### config.mk
export PLATFORM = sky130hd
export DESIGN_NAME = lamp_controller_flat
export DESIGN_NICKNAME = d
export VERILOG_FILES = /design/src/rtl/lamp_controller_if.sv /design/src/rtl/lamp_controller.sv /design/src/flat_wrapper.sv
export SDC_FILE = /design/constraint.sdc
export NUM_CORES = 1
export LEC_CHECK = 0
export ABC_CLOCK_PERIOD_IN_PS = 1600
export BUFFER_PORTS_ARGS = -buffer_cell sky130_fd_sc_hd__buf_2
export CORE_MARGIN = 5
export CORE_UTILIZATION = 35
export DETAILED_ROUTE_END_ITERATION = 16
export MAX_ROUTING_LAYER = met4
export PLACE_DENSITY_LB_ADDON = 0.05
export REMOVE_ABC_BUFFERS = 1
export SYNTH_ARGS = -nofsm -noshare
export SYNTH_HDL_FRONTEND = slang
export SYNTH_SLANG_ARGS = --single-unit
### constraint.sdc
create_clock -name clk -period 1.6 [get_ports clk]
set_input_delay 0.32 -clock clk [delete_from_list [all_inputs] [get_ports clk]]
set_output_delay 0.32 -clock clk [all_outputs]
set_load 0.005 [all_outputs]
### src/rtl/lamp_controller_if.sv
// Wall-button / presence-sensor / lamp bundle for lamp_controller.
// master = stimulus side (button, sensor, timer pulse); slave = the controller.
interface lamp_controller_if;
   logic push_button;
   logic infravermelho;
   logic shutdown_pulse;
   logic lamp;
   logic timer_enable;
   logic auto_mode;

   modport master (
      output push_button,
      output infravermelho,
      output shutdown_pulse,
      input  lamp,
      input  timer_enable,
      input  auto_mode
   );

   modport slave (
      input  push_button,
      input  infravermelho,
      input  shutdown_pulse,
      output lamp,
      output timer_enable,
      output auto_mode
   );
endinterface

### src/rtl/lamp_controller.sv
// Lamp controller: button debounce, short/long press classification, manual/auto Moore FSM.
// Optional macro LAMP_MANUAL_TIMEOUT_EN lets the inactivity timer switch off a manually lit lamp.
module lamp_controller #(
   parameter int DEBOUNCE_T   = 50,
   parameter int LONG_PRESS_T = 3000
) (
   input  logic               clk,
   input  logic               rst,
   lamp_controller_if.slave   ctl,
   output logic [1:0]         dbg_state_o,
   output logic               dbg_short_o,
   output logic               dbg_long_o
);

   localparam int DB_W = $clog2(DEBOUNCE_T + 1);
   localparam int LP_W = $clog2(LONG_PRESS_T + 1);

   typedef enum logic [1:0] {
      MANUAL_OFF = 2'b00,
      MANUAL_ON  = 2'b01,
      AUTO_OFF   = 2'b10,
      AUTO_ON    = 2'b11
   } state_t;

   logic            sync1_q, sync2_q;
   logic            btn_db_q, btn_db_d;
   logic            btn_prev_q;
   logic [DB_W-1:0] db_cnt_q, db_cnt_d;
   logic [LP_W-1:0] press_cnt_q, press_cnt_d;
   logic            long_done_q, long_done_d;
   logic            short_q, short_d;
   logic            long_q, long_d;
   logic            btn_fall;
   state_t          state_q, state_d;

   // Debounce: the level is accepted once the mismatch has lasted DEBOUNCE_T cycles.
   always_comb begin
      db_cnt_d = '0;
      btn_db_d = btn_db_q;
      if (sync2_q != btn_db_q) begin
         if (db_cnt_q == DB_W'(DEBOUNCE_T - 1)) begin
            btn_db_d = sync2_q;
         end else begin
            db_cnt_d = db_cnt_q + 1'b1;
         end
      end
   end

   always_comb begin
      press_cnt_d = '0;
      if (btn_db_q) begin
         if (press_cnt_q == LP_W'(LONG_PRESS_T)) begin
            press_cnt_d = press_cnt_q;
         end else begin
            press_cnt_d = press_cnt_q + 1'b1;
         end
      end
   end

   // long_done remembers that this press already fired, so its release is not a short press.
   always_comb begin
      btn_fall    = btn_prev_q & ~btn_db_q;
      long_d      = btn_db_q && (press_cnt_q == LP_W'(LONG_PRESS_T)) && !long_done_q;
      short_d     = btn_fall && !long_done_q;
      long_done_d = long_done_q;
      if (long_d) begin
         long_done_d = 1'b1;
      end else if (btn_fall) begin
         long_done_d = 1'b0;
      end
   end

   // The FSM moves on the same edge that registers a strobe, which keeps the
   // release-to-lamp latency at DEBOUNCE_T+3 edges.
   always_comb begin
      state_d = state_q;
      case (state_q)
         MANUAL_OFF: begin
            if (long_d)       state_d = AUTO_OFF;
            else if (short_d) state_d = MANUAL_ON;
         end
         MANUAL_ON: begin
            if (long_d)                  state_d = AUTO_OFF;
`ifdef LAMP_MANUAL_TIMEOUT_EN
            else if (ctl.shutdown_pulse) state_d = MANUAL_OFF;
`endif
            else if (short_d)            state_d = MANUAL_OFF;
         end
         AUTO_OFF: begin
            if (long_d)                 state_d = MANUAL_OFF;
            else if (ctl.infravermelho) state_d = AUTO_ON;
         end
         AUTO_ON: begin
            if (long_d)                  state_d = MANUAL_OFF;
            else if (ctl.shutdown_pulse) state_d = AUTO_OFF;
         end
         default: state_d = MANUAL_OFF;
      endcase
   end

   always_ff @(posedge clk or posedge rst) begin
      if (rst) begin
         sync1_q     <= 1'b0;
         sync2_q     <= 1'b0;
         btn_db_q    <= 1'b0;
         btn_prev_q  <= 1'b0;
         db_cnt_q    <= '0;
         press_cnt_q <= '0;
         long_done_q <= 1'b0;
         short_q     <= 1'b0;
         long_q      <= 1'b0;
         state_q     <= MANUAL_OFF;
      end else begin
         sync1_q     <= ctl.push_button;
         sync2_q     <= sync1_q;
         btn_db_q    <= btn_db_d;
         btn_prev_q  <= btn_db_q;
         db_cnt_q    <= db_cnt_d;
         press_cnt_q <= press_cnt_d;
         long_done_q <= long_done_d;
         short_q     <= short_d;
         long_q      <= long_d;
         state_q     <= state_d;
      end
   end

   // Moore outputs, decoded from the state register alone.
   always_comb begin
      ctl.lamp         = 1'b0;
      ctl.timer_enable = 1'b0;
      ctl.auto_mode    = 1'b0;
      case (state_q)
         MANUAL_ON: begin
            ctl.lamp = 1'b1;
`ifdef LAMP_MANUAL_TIMEOUT_EN
            ctl.timer_enable = 1'b1;
`else
            ctl.timer_enable = 1'b0;
`endif
         end
         AUTO_OFF: ctl.auto_mode = 1'b1;
         AUTO_ON: begin
            ctl.lamp         = 1'b1;
            ctl.timer_enable = 1'b1;
            ctl.auto_mode    = 1'b1;
         end
         default: ;
      endcase
   end

   assign dbg_state_o = state_q;
   assign dbg_short_o = short_q;
   assign dbg_long_o  = long_q;

endmodule

### src/flat_wrapper.sv
// flat-port wrapper written by rule: the top's interface ports become plain ports
module lamp_controller_flat 
#(
   parameter int DEBOUNCE_T   = 50,
   parameter int LONG_PRESS_T = 3000
)
  (clk, rst, dbg_state_o, dbg_short_o, dbg_long_o, ctl_push_button, ctl_infravermelho, ctl_shutdown_pulse, ctl_lamp, ctl_timer_enable, ctl_auto_mode);
  lamp_controller_if ctl_i ();
  input  logic clk;
  input  logic rst;
  output logic [1:0] dbg_state_o;
  output logic dbg_short_o;
  output logic dbg_long_o;
  input wire logic [$bits(ctl_i.push_button)-1:0] ctl_push_button;
  input wire logic [$bits(ctl_i.infravermelho)-1:0] ctl_infravermelho;
  input wire logic [$bits(ctl_i.shutdown_pulse)-1:0] ctl_shutdown_pulse;
  output wire logic [$bits(ctl_i.lamp)-1:0] ctl_lamp;
  output wire logic [$bits(ctl_i.timer_enable)-1:0] ctl_timer_enable;
  output wire logic [$bits(ctl_i.auto_mode)-1:0] ctl_auto_mode;
  assign ctl_i.push_button = ctl_push_button;
  assign ctl_i.infravermelho = ctl_infravermelho;
  assign ctl_i.shutdown_pulse = ctl_shutdown_pulse;
  assign ctl_lamp = ctl_i.lamp;
  assign ctl_timer_enable = ctl_i.timer_enable;
  assign ctl_auto_mode = ctl_i.auto_mode;
  lamp_controller #(.DEBOUNCE_T(DEBOUNCE_T), .LONG_PRESS_T(LONG_PRESS_T)) u_core (.clk(clk), .rst(rst), .ctl(ctl_i), .dbg_state_o(dbg_state_o), .dbg_short_o(dbg_short_o), .dbg_long_o(dbg_long_o));
endmodule
==> results of run 1 <==
## area by class of cell
| cell class | instances | share of cell area |
|---|---|---|
| clock buffers | 4 | 0.0307 |
| inverters | 8 | 0.0205 |
| multi-input cells | 82 | 0.389 |
| flip-flops and latches | 27 | 0.461 |
| well taps | 48 | 0.0410 |
| repair buffers | 15 | 0.0580 |
## worst reg2reg max path, cell delays in order, from the launching register on
cell and delay (ns):
dfrtp_1 0.41, ha_1 0.24, nand2_1 0.14, or4_1 0.49, a21oi_1 0.17
## worst paths after layout
check / startpoint / endpoint / slack (ns) / cells past startpoint
hold reg to reg: u_core.sync1_q$_DFF_PP0_ / u_core.sync2_q$_DFF_PP0_ / 0.36 / 0
hold / removal: rst / u_core.db_cnt_q[2]$_DFF_PP0_ / 0.09 / 3
min in group clk: ctl_push_button / u_core.sync1_q$_DFF_PP0_ / 0.15 / 1
setup reg to reg: u_core.press_cnt_q[1]$_DFFE_PP0P_ / u_core.press_cnt_q[10]$_DFFE_PP0P_ / 0.07 / 4
max in group asynchronous: rst / u_core.press_cnt_q[8]$_DFFE_PP0P_ / 1.26 / 3
setup / recovery: u_core.press_cnt_q[1]$_DFFE_PP0P_ / u_core.press_cnt_q[10]$_DFFE_PP0P_ / 0.07 / 4
## cell usage in the layout, fill, tap and decap left out, drive strengths merged, types with 4 or more instances in the layout
cell type and n:
dfrtp 27, nor2 8, xor2 5, nand2 10, buf 15, nand3 6
or4 4, xnor2 4, o21ai 4, ha 4, o31ai 4, clkbuf 4
inv 7, a21oi 8
## cell families (layout without fill, tap and decap cells)
logic type	Yosys count	after routing	share of synthesized area
xor gates and xnor gates	9	9	0.0606
muxes	4	4	0.0318
and+or+nand+nor	47	47	0.226
buffers and inverters	12	27	0.0414
DFF	27	27	0.520
AOI/OAI and AO/OA	18	18	0.0818
adders and majority gates	4	4	0.0385
## sequential cells by signal, indices dropped and copies added (netlist names)
| name | count |
|---|---|
| u_core.btn_db_q | 1 |
| u_core.btn_prev_q | 1 |
| u_core.db_cnt_q | 6 |
| u_core.dbg_long_o | 1 |
| u_core.dbg_short_o | 1 |
| u_core.dbg_state_o | 2 |
| u_core.long_done_q | 1 |
| u_core.press_cnt_q | 12 |
| u_core.sync1_q | 1 |
| u_core.sync2_q | 1 |
## timing repair
action                                  CTS  global route
hold endpoints to repair                  0             0
hold buffers                              0             0
endpoints found under the setup margin    0             4
## per-stage QoR
step | setup TNS (ns) | area, um2 | hold slack (ns) | power, uW | instances
3_5_place_dp | 0 | 1420 | 0.340 | 758 | 180
6_report | 0 | 1470 | 0.0860 | 1130 | 184
5_1_grt | -0.0704 | 1470 | 0.130 | 1180 | 184
3_3_place_gp | 0 | 1420 | 0.335 | 756 | 180
2_1_floorplan | 0 | 1280 | 0.331 | 739 | 117
4_1_cts | 0 | 1470 | 0.104 | 1150 | 184
## metal layers
layer / share of wire / track usage / vias to the layer above
li1: - / - / 455
met1: 0.46 / 0.130 / 428
met2: 0.51 / 0.164 / 6
met3: 0.022 / 0.0213 / 2
met4: 0.0072 / 0.0438 / 0
met5: 0 / - / -
## power breakdown
part	internal [uW]	switching [uW]	total [uW]
sequential	692	9.84	702
combinational	16.2	24.3	40.5
clock	178	212	391
total	886	246	1130
==> results.md, run 1 <==
Status:
- The flow ran to the end, and the final reports show no timing, DRC or antenna violations.

Route:
- In this run, the number of DRC markers left after iteration 0 of detailed routing was 62.
- The remaining antenna violation count is 0.
- The routed wire length per instance is 12.8 um.
- The average vias per placed instance is between 4 and 5.
- The total number of vias is around 890.
- Wires add up to 2350 um.
- For this run, the detailed router's first-pass iteration total came to 4.
- For this run, design rule violations remaining after detail routing come to 0.

Setup path:
- The largest individual stage delay along the critical path comes from the cell or4_1.
- The data arrival time of the critical path is about 1.7 ns.
- For this run, the slowest stage of the critical path takes 0.49 ns.
- The biggest fanout along the worst timing path is 6.
- The family of cells with the greatest summed delay on the critical path is simple AND/OR/NAND/NOR gates.
- The kind of start point of the critical path is a register.
- Walking the worst path, the cells encountered are ha_1 > nand2_1 > or4_1 > a21oi_1.
- By startpoint and endpoint, the worst setup path is classified as reg -> reg.
- The total buffers and inverters traversed by the critical path is 0.
- At the worst endpoint, the required time is 1.79 ns.
- The worst setup path is captured at a register.

Synth:
- In this run, synthesis produced a sequential element count of 27.
- The share of Yosys cell area claimed by the top area cell type is 0.520.
- The largest area contributor in the netlist is dfrtp_1.
- Of the synthesized area, sequential elements account for 0.520.
- The commonest cells after synthesis are 27 x dfrtp_1, 10 x nand2_1, 8 x a21oi_1, 8 x nor2_1, 7 x inv_1.
- The count of yosys warnings during synthesis is 0.
- By area the synthesized netlist is led by dfrtp_1 52%, ha_1 3.8%, xor2_1 3.4%.
- After synthesis, the share of flip-flops with an asynchronous set or reset is 1.00.
- The count of distinct cell types in the synthesized netlist is 34.
- The cell area that synthesis handed to floorplanning was 1300 um2.
- The number of enable flip-flop cells after synthesis is 0.
- Synthesis produced a netlist whose cell count is 121.
- The most instantiated library cell after synthesis is dfrtp_1.
- The synthesized area per cell is between 10 and 15 um2.
- The predominant post-synthesis flop cell is dfrtp_1.

Layout:
- The growth of design area from synthesis to finish is 12.8%.
- The final layout net count is 146.
- The final core utilization is 0.404.
- The number of antenna diodes in the final layout is 0.
- The filler cell count in the final layout is between 300 and 400.
- Registers take 676 um2.
- The share of final-layout standard cells stronger than drive strength 1 is 0.191.
- The area of the multi-input gates is 571 um2.

GRT:
- The via count of the first global-routing pass is 856.
- The total global-route track usage is 0.104.
- The first global-routing pass estimated 4040 um of wire.
- The pin count of the biggest net entering global routing is 28.
- The total overflow left after global routing is 0.
- The initial antenna violation count is 0.

Die:
- The number of standard-cell rows in the floorplan is 22.
- The core footprint is 3630 um2.
- The I/O pin count is 12.
- The area of the die is 5030 um2.
- The initial utilization of the core area, before any placement, comes to 0.358.
- The die is 70.9 um wide.
- The die extent in y is slightly above 70 um.

Clock network:
- The CTS tree is yes.
- Buffers added to address setup during post-CTS repair amount to 0.
- The number of instances resized during post-cts repair is 0.
- The library cell used as clock root buffer is clkbuf_8.
- The clock slew at the register clock pins of the worst setup and hold paths is 0.09 ns.
- The clock sink count is 27.
- The maximum clock path buffer count is 2.
- The H-tree depth is 1.
- Clock tree synthesis inserted a total of 3 buffers.
- The clock latency at the later pin of the worst-skew pair is 0.27 ns.

Placed design:
- The setup slack at placement is 0.0556 ns.
- The HPWL after detailed placement is 1780 um.
- The routability congestion estimate is 0.813.
- Buffers placed on the I/O ports in this run total 11.

Job:
- The max-cap check violation count is 0.

Hold path:
- The type of the tightest min-delay check is in -> async.

STA:
- The maximum clock skew at final layout is 0.00558 ns.
- Setup repair after global routing could not meet its margin everywhere.
- Dividing the final minimum period by the clock period gives 0.956.
- The final period demand of the worst path is 1.53 ns.
- The measured slew at the worst slew-check pin is 0.451 ns.
- In the post-route analysis, the smallest setup slack over all paths is 0.0699 ns.
- The final count of pins violating max slew came to 0.
- The setup-violating endpoint count in the final report is 0.
- The normalized max-slew margin is 0.698.
- The count of endpoints failing hold in the final timing report was 0.
- Based on the critical path, the design can be clocked at up to 654 MHz.

Power and ir drop:
- The analysis attributes to cell leakage a power of 0.000607 uW.
- Across the VDD grid, the largest voltage drop is 0.000254 V.
- The power per standard cell area is 773 nW/um2.
Note: power is estimated with default switching activity, not from simulation.
==> inputs of run 2 (changes only) <==
ABC_CLOCK_PERIOD_IN_PS = 2000   (was 1600)
SKIP_CTS_REPAIR_TIMING = 1   (was default)
SLEW_MARGIN = 20   (was default)
clock period = 2 ns   (was 1.6 ns; I/O delays follow)
==> run 2 against run 1 <==
Compared with the run above:
- count of clock-buffer cells in the layout decreased by 1
- worst hold slack gained 0.088 ns
- maximum frequency rose by 0.94%
- non-clock buffer count fell by 3
- power is 20% lower
- sequential share of layout area grew 0.68 points
- clock power is 20% lower
- die area unchanged
- register-to-register slack gained 0.41 ns
- utilization decreased by 0.59 points
==> results.md, run 2 (synthesized netlist as in run 1, its figures left out) <==
Route:
- The routed wire length per instance came to 13.0 um (was 12.8 um).
- The DRC marker count from the first detailed-route iteration is 47 (was 62).
- The total number of vias is 895 (was 891).
- The DRC violations left came to 0 (unchanged).
- The first-pass detailed-route iteration total was 4 (unchanged).
- The average vias per placed instance was 4.94 (was 4.84).
- The final wirelength is 2350 um (about the same).
- The remaining antenna violation count was 0 (unchanged).

Clock network:
- The H-tree depth is 1 (unchanged).
- The clock sink count is 27 (unchanged).
- The clock slew at the register clock pins of the worst setup and hold paths was 0.09 ns (about the same).
- The CTS tree is yes (unchanged).
- The maximum clock path buffer count is 2 (unchanged).
- The clock latency at the later pin of the worst-skew pair is 0.27 ns (about the same).
- The number of buffers inserted during clock tree synthesis is 3 (unchanged).
- The library cell used as clock root buffer is clkbuf_8 (unchanged).

STA:
- The maximum clock skew at final layout is 0.00172 ns (was 0.00558 ns).
- The normalized max-slew margin came to 0.730 (was 0.698).
- The maximum clock rate is 660 MHz (was 654 MHz).
- The count of endpoints failing hold in the final timing report is 0 (unchanged).
- The setup-violating endpoint count in the final report is 0 (unchanged).
- The final setup TNS is 0 ns (unchanged).
- Unrepaired setup endpoints after global routing: false (was true).
- The final count of pins violating max slew is 0 (unchanged).
- The measured slew at the worst slew-check pin is 0.402 ns (was 0.451 ns).
- The worst slack on hold paths is 0.174 ns (was 0.0860 ns).
- The final period demand of the worst path is 1.52 ns (was 1.53 ns).
- The post-route worst setup slack is 0.484 ns (was 0.0699 ns).
- The part of the cycle the worst path needs is 0.758 (was 0.956).

Die:
- The I/O pin count was 12 (unchanged).
- The initial core utilization is 0.358 (unchanged).
- The number of standard-cell rows in the floorplan is 22 (unchanged).
- The die extent in y is 70.9 um (unchanged).
- The core footprint is 3630 um2 (unchanged).
- The area of the die is 5030 um2 (unchanged).
- The horizontal die dimension is 70.9 um (unchanged).

Setup path:
- The data arrival time of the critical path is 1.71 ns (was 1.72 ns).
- The longest individual stage delay on the worst path is 0.49 ns (about the same).
- The biggest fanout along the worst timing path came to 6 (unchanged).
- The reg-to-reg endpoint is u_core.press_cnt_q[8]$_DFFE_PP0P_ (was u_core.press_cnt_q[10]$_DFFE_PP0P_).
- The number of cell instances on the worst register-to-register path is 4 (unchanged).
- The endpoint class of the critical path is a register (unchanged).
- The critical path class is reg -> reg (unchanged).
- The worst path required time was 2.20 ns (was 1.79 ns).
- The origin of the critical flop-to-flop path is u_core.press_cnt_q[0]$_DFFE_PP0P_ (was u_core.press_cnt_q[1]$_DFFE_PP0P_).
- The kind of start point of the critical path is a register (unchanged).
- Cells along the critical path: ha_1 > nand2_1 > or4_1 > a21oi_1 (unchanged).
- The internal reg-to-reg setup slack was 0.48 ns (was 0.07 ns).
- The slowest cell on the critical path is or4_1 (unchanged).

Layout:
- The growth of design area from synthesis to finish came to 11.2% (was 12.8%).
- The share of final-layout standard cells stronger than drive strength 1 is 0.180 (was 0.191).
- The filler cell count in the final layout was 373 (was 380).
- The most common cell after layout, fill and taps aside is dfrtp_1 (unchanged).
- The total non-filler cell area in the finished layout is 1450 um2 (was 1470 um2).
- The number of antenna diodes was 0 (unchanged).
- The number of flip-flops in the largest register is 12 (unchanged).
- Most frequent cells in the layout: 27 x dfrtp_1, 11 x buf_2, 10 x nand2_1 (unchanged).
- The top register by number of flip-flops is u_core.press_cnt_q (unchanged).
- The final layout net count is 143 (was 146).

GRT:
- The total global-route track usage came to 0.106 (was 0.104).
- The pin count of the biggest net entering global routing is 28 (unchanged).
- The wire length of the first global-routing pass is 4120 um (was 4040 um).
- The initial antenna violation count is 0 (unchanged).
- The via count of the first global-routing pass is 899 (was 856).
- The overflow left after global routing was 0 (unchanged).

Job:
- The max-cap check violation count is 0 (unchanged).

Placed design:
- The sum of net half-perimeters after detailed placement is 1670 um (was 1780 um).
- The number of port buffers was 11 (unchanged).
- The post-detailed-placement cell area was 1400 um2 (was 1420 um2).
- The routability congestion estimate is 0.732 (was 0.813).
- The setup slack at placement came to 0.489 ns (was 0.0556 ns).

Status:
- Status: completed (unchanged).

Power and ir drop:
- The reported leakage power is 0.000596 uW (was 0.000607 uW).
- The power per standard cell area is 626 nW/um2 (was 773 nW/um2).
- The worst-case vdd ir drop is 0.000278 V (was 0.000254 V).

Hold path:
- The type of the tightest min-delay check is in -> async (unchanged).
[run 2: cell count changes in the layout (fill, tap and decap cells not counted)]
cell	before	now
clkinv_2	0	1
clkbuf_1	1	0
buf_4	4	1
[run 2: cell type report]
type	count	area [um2]	area share
Clock buffer	3	41.3	0.0286
Clock inverter	1	5.00	0.00346
Inverter	8	30.0	0.0208
Multi-Input combinational cell	82	571	0.395
Sequential cell	27	676	0.468
Tap cell	48	60.1	0.0416
Timing Repair Buffer	12	62.6	0.0433
[run 2: worst max-delay path: cells and delay by family, from the launching register on]
kind / cells / cell delay, ns
flops: 1 / 0.42
simple gates: 2 / 0.64
fa+ha+maj: 1 / 0.24
compound gates: 1 / 0.15
[run 2: worst max-delay path by stage]
| stage | slack [ns] | depth (start not counted) | start | end |
|---|---|---|---|---|
| 4_1_cts | 0.48 | 4 | u_core.press_cnt_q[0]$_DFFE_PP0P_ | u_core.press_cnt_q[8]$_DFFE_PP0P_ |
| 5_1_grt | 0.35 | 4 | u_core.press_cnt_q[0]$_DFFE_PP0P_ | u_core.press_cnt_q[8]$_DFFE_PP0P_ |
| 6_report | 0.48 | 4 | u_core.press_cnt_q[0]$_DFFE_PP0P_ | u_core.press_cnt_q[8]$_DFFE_PP0P_ |
| 2_1_floorplan | 0.64 | 4 | u_core.press_cnt_q[0]$_DFFE_PP0P_ | u_core.press_cnt_q[8]$_DFFE_PP0P_ |
| 3_5_place_dp | 0.49 | 4 | u_core.press_cnt_q[0]$_DFFE_PP0P_ | u_core.press_cnt_q[10]$_DFFE_PP0P_ |
| 3_3_place_gp | 0.52 | 4 | u_core.press_cnt_q[1]$_DFFE_PP0P_ | u_core.press_cnt_q[10]$_DFFE_PP0P_ |
[run 2: where the power goes]
part / internal (uW) / switching [uW] / leakage (uW)
Sequential: 553 / 7.76 / 0.000368
Clock: 140 / 171 / 0.0000255
Combinational: 12.9 / 19.4 / 0.000203
[run 2: routing by layer]
metal / wire, um / part of all wire / up-vias / global-route usage
met5: 0 / 0 / - / -
met4: 13 / 0.0055 / 0 / 0.0438
met3: 60 / 0.026 / 2 / 0.0213
met2: 1160 / 0.49 / 8 / 0.166
met1: 1120 / 0.48 / 445 / 0.133
li1: - / - / 440 / -
[run 2: metrics by stage]
step,power [uW],util,instances
after floorplan,591,-,117
after CTS,927,0.398,181
after detailed placement,607,0.385,177
final,904,0.398,181
after global routing,950,0.398,181
after global placement,605,0.385,177
